===== src/rtl/tilemap_edit_writer.sv =====
// Write-side port of the tilemap RAM: queues tile edits, writes each one, reads it back to verify,
// and can flood-fill the whole map with a single tile value.
module tilemap_edit_writer #(
   parameter int unsigned TILEMAP_LENGTH = 100,
   parameter int unsigned TILEMAP_HEIGHT = 15,
   parameter int unsigned X_WIDTH        = 7,
   parameter int unsigned FIFO_DEPTH     = 4
) (
   input  logic               clock,
   input  logic               resetn,
   input  logic               req_valid,
   output logic               req_ready,
   input  logic [X_WIDTH-1:0] req_x,
   input  logic [3:0]         req_y,
   input  logic [2:0]         req_tile,
   input  logic               clear_start,
   input  logic [2:0]         clear_tile,
   output logic [14:0]        mem_address,
   output logic [2:0]         mem_data_out,
   output logic               mem_wren,
   input  logic [2:0]         mem_data_in,
   output logic               busy,
   output logic               done,
   output logic               error,
   input  logic               error_clear
);

   localparam int unsigned MAP_SIZE  = TILEMAP_LENGTH * TILEMAP_HEIGHT;
   localparam int unsigned CTR_WIDTH = $clog2(MAP_SIZE);
   localparam int unsigned PTR_WIDTH = $clog2(FIFO_DEPTH);

   localparam logic [CTR_WIDTH-1:0] LAST_ADDR       = CTR_WIDTH'(MAP_SIZE - 1);
   localparam logic [14:0]          ROW_STRIDE      = 15'(TILEMAP_LENGTH);
   localparam logic [PTR_WIDTH:0]   FIFO_FULL_COUNT = (PTR_WIDTH + 1)'(FIFO_DEPTH);

   typedef enum logic [2:0] {
      S_IDLE,
      S_POP,
      S_WRITE,
      S_READBACK,
      S_CHECK,
      S_CLEAR
   } state_t;

   typedef struct packed {
      logic [X_WIDTH-1:0] x;
      logic [3:0]         y;
      logic [2:0]         tile;
   } edit_t;

   state_t state, next_state;

   edit_t                fifo_mem [FIFO_DEPTH];
   logic [PTR_WIDTH-1:0] wr_ptr, rd_ptr;
   logic [PTR_WIDTH:0]   fifo_count;
   logic                 fifo_full, fifo_empty;
   logic                 push, pop;
   logic                 ready_en;

   edit_t                cur;
   logic [14:0]          edit_addr;
   logic                 out_of_range;
   logic                 err_set;

   logic [CTR_WIDTH-1:0] clear_ctr;
   logic [2:0]           clear_val;

   assign fifo_full  = (fifo_count == FIFO_FULL_COUNT);
   assign fifo_empty = (fifo_count == '0);
   assign req_ready  = ready_en && !fifo_full && (state != S_CLEAR);
   assign push       = req_valid && req_ready;
   // Every transition into POP consumes one queued entry.
   assign pop        = (next_state == S_POP);
   assign busy       = (state != S_IDLE) || !fifo_empty;

   assign out_of_range = (32'(cur.x) >= TILEMAP_LENGTH) || (32'(cur.y) >= TILEMAP_HEIGHT);
   assign err_set      = ((state == S_POP) && out_of_range) ||
                         ((state == S_CHECK) && (mem_data_in != cur.tile));

   // Holds req_ready low while reset is asserted and for the first edge after release.
   always_ff @(posedge clock or negedge resetn) begin
      if (!resetn) ready_en <= 1'b0;
      else         ready_en <= 1'b1;
   end

   // NOTE: FIFO storage has no reset; entries are only ever read after being written,
   // and leaving the array unreset lets it map onto plain RAM or register files.
   always_ff @(posedge clock) begin
      if (push) fifo_mem[wr_ptr] <= '{x: req_x, y: req_y, tile: req_tile};
   end

   // NOTE: sequential state uses non-blocking assignments so every register samples
   // the pre-edge values of the others, independent of block ordering.
   always_ff @(posedge clock or negedge resetn) begin
      if (!resetn) begin
         wr_ptr     <= '0;
         rd_ptr     <= '0;
         fifo_count <= '0;
      end else begin
         if (push) wr_ptr <= wr_ptr + 1'b1;
         if (pop)  rd_ptr <= rd_ptr + 1'b1;
         case ({push, pop})
            2'b10:   fifo_count <= fifo_count + 1'b1;
            2'b01:   fifo_count <= fifo_count - 1'b1;
            default: fifo_count <= fifo_count;
         endcase
      end
   end

   always_ff @(posedge clock or negedge resetn) begin
      if (!resetn) begin
         cur       <= '0;
         edit_addr <= '0;
      end else begin
         if (pop) cur <= fifo_mem[rd_ptr];
         if (state == S_POP) edit_addr <= 15'(cur.x) + 15'(cur.y) * ROW_STRIDE;
      end
   end

   always_ff @(posedge clock or negedge resetn) begin
      if (!resetn) begin
         clear_ctr <= '0;
         clear_val <= '0;
      end else if ((state == S_IDLE) && clear_start) begin
         clear_ctr <= '0;
         clear_val <= clear_tile;
      end else if (state == S_CLEAR) begin
         clear_ctr <= clear_ctr + 1'b1;
      end
   end

   // A new error in the same cycle as error_clear keeps the flag set.
   always_ff @(posedge clock or negedge resetn) begin
      if (!resetn)          error <= 1'b0;
      else if (err_set)     error <= 1'b1;
      else if (error_clear) error <= 1'b0;
   end

   always_ff @(posedge clock or negedge resetn) begin
      if (!resetn) state <= S_IDLE;
      else         state <= next_state;
   end

   // NOTE: every combinational output gets a default before the case so no path
   // leaves it unassigned, which would otherwise infer a latch.
   always_comb begin
      next_state = state;
      unique case (state)
         S_IDLE: begin
            if (clear_start)      next_state = S_CLEAR;
            else if (!fifo_empty) next_state = S_POP;
         end
         S_POP:      next_state = out_of_range ? S_IDLE : S_WRITE;
         S_WRITE:    next_state = S_READBACK;
         S_READBACK: next_state = S_CHECK;
         S_CHECK:    next_state = fifo_empty ? S_IDLE : S_POP;
         S_CLEAR: begin
            if (clear_ctr == LAST_ADDR) next_state = S_IDLE;
         end
         default:    next_state = S_IDLE;
      endcase
   end

   always_comb begin
      mem_address  = '0;
      mem_data_out = '0;
      mem_wren     = 1'b0;
      done         = 1'b0;
      case (state)
         S_WRITE: begin
            mem_address  = edit_addr;
            mem_data_out = cur.tile;
            mem_wren     = 1'b1;
         end
         S_READBACK: mem_address = edit_addr;
         S_CHECK:    done = 1'b1;
         S_CLEAR: begin
            mem_address  = 15'(clear_ctr);
            mem_data_out = clear_val;
            mem_wren     = 1'b1;
            done         = (clear_ctr == LAST_ADDR);
         end
         default: ;
      endcase
   end

endmodule

===== config.mk =====
export PLATFORM = sky130hd
export DESIGN_NAME = tilemap_edit_writer
export DESIGN_NICKNAME = d
export VERILOG_FILES = /design/src/rtl/tilemap_edit_writer.sv
export SDC_FILE = /design/constraint.sdc
export NUM_CORES = 1
export LEC_CHECK = 0
export CORE_MARGIN = 2
export CORE_UTILIZATION = 35
export DETAILED_ROUTE_END_ITERATION = 8
export SLEW_MARGIN = 10
export SYNTH_ARGS = -nofsm -noshare
export SYNTH_HDL_FRONTEND = slang
export SYNTH_SLANG_ARGS = --single-unit

===== constraint.sdc =====
create_clock -name clock -period 4.7 [get_ports clock]
set_input_delay 0.705 -clock clock [delete_from_list [all_inputs] [get_ports clock]]
set_output_delay 0.705 -clock clock [all_outputs]
set_load 0.02 [all_outputs]

==> run_results.csv <==
group,metric,value,unit
critical_path,worstRegToRegCells,11,
route,first_pass_iters,4,
final_layout,areaGrowthSynthToFinish,18.1,%
synthesis,synth_ff_type,"edfxtp_1",
timing,rsz0062_at_grt,"false",
route,drt_iter0_drc,149,
timing,maxSlewViolCount,0,
route,drcViolationCount,0,
global_routing,grt_first_pass_wirelength,14900,µm
synthesis,synth_top_cell_area_share,33.5,%
clocking,holdBufCountCts,0,
global_routing,grt_max_degree,53,
route,dr_total_vias,2856,
clocking,cts_tree,"yes",
synthesis,yosysSeqAreaShare,59.4,%
clocking,htree_levels,3,
critical_path,critPathLaunchType,"flop",
synthesis,synth_top_area_cell,"edfxtp_1",
floorplanning,die_w,124,µm
clocking,cts_sinks,108,
synthesis,synth_fa_ha_area_share,6.18,%
final_layout,num-fill-cells,1279,
timing,fmax,307,MHz
status,status,"finished clean",
synthesis,synth-simple-area-share,7.95,%
synthesis,ys_types,51,
synthesis,synthXorXnorAreaFrac,4.71,%
final_layout,antenna_cells,0,
critical_path,crit_start,"state[0]$_DFF_PN0_",
critical_path,r2r_slack,2100,ps
clocking,cts_root_buf,"clkbuf_16",
global_routing,use_met3,3.16,%
critical_path,r2r-start,"state[1]$_DFF_PN0_",
route,wl,9130,µm
synthesis,async_flop_share,48.1,%
synthesis,yosys_warnings,0,
synthesis,synth_area_per_cell,14.0,µm²
timing,finClkSkew,8.47,ps
timing,max-slew-margin-rel,34.8,%
final_layout,nets,449,
power,ir_drop,228,µV
route,ant_nets,0,
global_routing,busiest_layer,"met2",
timing,finalHoldViolations,0,
power,p_per_area,662,nW/µm²
timing,min_period_over_period,69.3,%
clocking,ctsLongestPathBuffers,2,
run,drv_cap,0,
final_layout,layout-drive-gt1-share,13.8,%
power,cellLeakagePower,2.30,nW
critical_path,crit_end,"mem_data_out[2]",
place,hpwl,6390,µm
synthesis,synth-compound-area-share,7.70,%
floorplanning,die_area,15300,µm²
critical_path,cp.arrival,2550,ps
place,io_buffers,44,
global_routing,first_global_vias,2892,
synthesis,synth_top_family_by_area,"multiplexers",
floorplanning,rows,43,
timing,tightest_slew,979,ps
global_routing,gr-usage-met2,20.7,%
synthesis,synth_area,5020,µm²
route,wl_per_cell,15.6,µm
critical_path,end_kind,"output pin",
synthesis,synth_edf_count,56,
critical_path,r2r_end,"fifo_count[2]$_DFFE_PN0P_",
clocking,cts_made_buffers,9,
global_routing,grt-ovfl-total,0,
floorplanning,die_h,124,µm
global_routing,track_usage,12.9,%
critical_path,worstPathRequired,3990,ps
route,viasPerCell,4.87,
synthesis,synth.area.mux_share,10.5,%
global_routing,grtUsageMet1,17.5,%
timing,period_needed,3260,ps
clocking,cts_resized,0,
timing,finalSetupViolCount,0,
critical_path,critPathKind,"flop to output pin",
global_routing,antenna_found_initial,0,
place,gp_congestion,0.769,
timing,finalSetupTns,0,ps
floorplanning,start_util,36.0,%
synthesis,ys_ff_latch,108,
floorplanning,core_area,13900,µm²
synthesis,synthTopCellsByArea,"edfxtp_1, dfrtp_1, mux4_2, ha_1, mux2_2",
hold_path,hold_class,"input pin to asynchronous set/reset pin",
floorplanning,io_pins,48,
clocking,clk_pin_slew,70,ps
clocking,clock_latency,350,ps
final_layout,fin_util,42.6,%
clocking,postCtsSetupBuffers,0,
critical_path,crit_fanout,15,
synthesis,syn_inst,359,
==> per-layer routing <==
metal	wire, µm	vias up
met3	316	10
met4	112	0
li1	-	1394
met2	4270	47
met1	4420	1405
met5	0	-
==> final cells by class <==
type,count,area [µm²],share of cell area [%]
sequential,108,2980,50.3
inverter,17,63.8,1.08
clock inverter,7,92.6,1.56
timing repair buffer,47,458,7.72
multi-input combinational,218,1880,31.7
tap,180,225,3.80
clock buffer,9,225,3.80
==> state kept, by name (all words and copies together) (netlist names) <==
name        flops
clear_ctr      11
clear_val       3
cur            14
edit_addr      12
error           1
fifo_count      3
fifo_mem       56
rd_ptr          2
ready_en        1
state           3
wr_ptr          2
==> Yosys cell counts (2+ instances only) <==
cell and count:
a21o_1 3, a21oi_1 9, a22o_1 11, and2_1 2, and3_1 6, buf_2 5, buf_4 5, buf_6 2
clkbuf_1 6, conb_1 2, dfrtp_1 52, edfxtp_1 56, fa_1 3, ha_1 20, inv_1 17, mux2_1 3
mux2_2 15, mux4_2 14, nand2_1 23, nand2b_1 4, nand3_1 5, nand4_1 2, nor2_1 16, nor2b_1 3
nor3_1 2, nor3_2 2, nor4_1 3, o2111ai_1 2, o21ai_0 19, xnor2_1 15, xor2_1 12
==> metrics by stage <==
stage,hold WS [ps],cells,worst slack (ps),instance area [µm²],power [W]
2_1_floorplan,409,361,2350,5030,0.00274
3_3_place_gp,455,570,1670,5610,0.00312
3_5_place_dp,464,570,1620,5610,0.00318
4_1_cts,481,586,1420,5930,0.00398
5_1_grt,504,586,1240,5930,0.00423
6_report,452,586,1440,5930,0.00393
==> layout by cell type (no fill, tap or decap), drive strengths merged, types with 11 or more instances in the layout <==
cell,netlist,final
a22o,11,11
clkdlybuf4s50,0,43
dfrtp,52,52
edfxtp,56,56
ha,20,20
inv,17,20
mux2,18,18
mux4,14,14
nand2,23,23
nor2,16,16
o21ai,19,19
xnor2,15,15
xor2,12,12
==> logic make-up after synthesis <==
group / after synthesis
flops: 108
simple gates: 75
compound gates: 56
buf+inv: 35
mux: 33
xor+xnor: 27
fa+ha+maj: 23
other cells: 2
==> where the power goes <==
group	leakage [nW]	total (W)	internal (W)	switching (W)
combinational	0.992	0.00164	0.000814	0.000830
clock	0.155	0.000789	0.000428	0.000362
sequential	1.15	0.00149	0.00124	0.000249
==> worst max-delay path, cell delays in order (launching register included) <==
cell             delay (ps)
dfrtp_1                 680
and3b_1                 660
a22o_1                  260
clkdlybuf4s50_1         610
==> how the worst min path moves through the flow <==
stage / from / to / cells past startpoint
2_1_floorplan: resetn / clear_ctr[0]$_DFFE_PN0P_ / 0
5_1_grt: edit_addr[11]$_DFFE_PN0P_ / edit_addr[11]$_DFFE_PN0P_ / 2
3_3_place_gp: edit_addr[11]$_DFFE_PN0P_ / edit_addr[11]$_DFFE_PN0P_ / 2
3_5_place_dp: edit_addr[11]$_DFFE_PN0P_ / edit_addr[11]$_DFFE_PN0P_ / 2
6_report: resetn / state[0]$_DFF_PN0_ / 2
4_1_cts: edit_addr[11]$_DFFE_PN0P_ / edit_addr[11]$_DFFE_PN0P_ / 2
(Power assumes the default switching activity.)
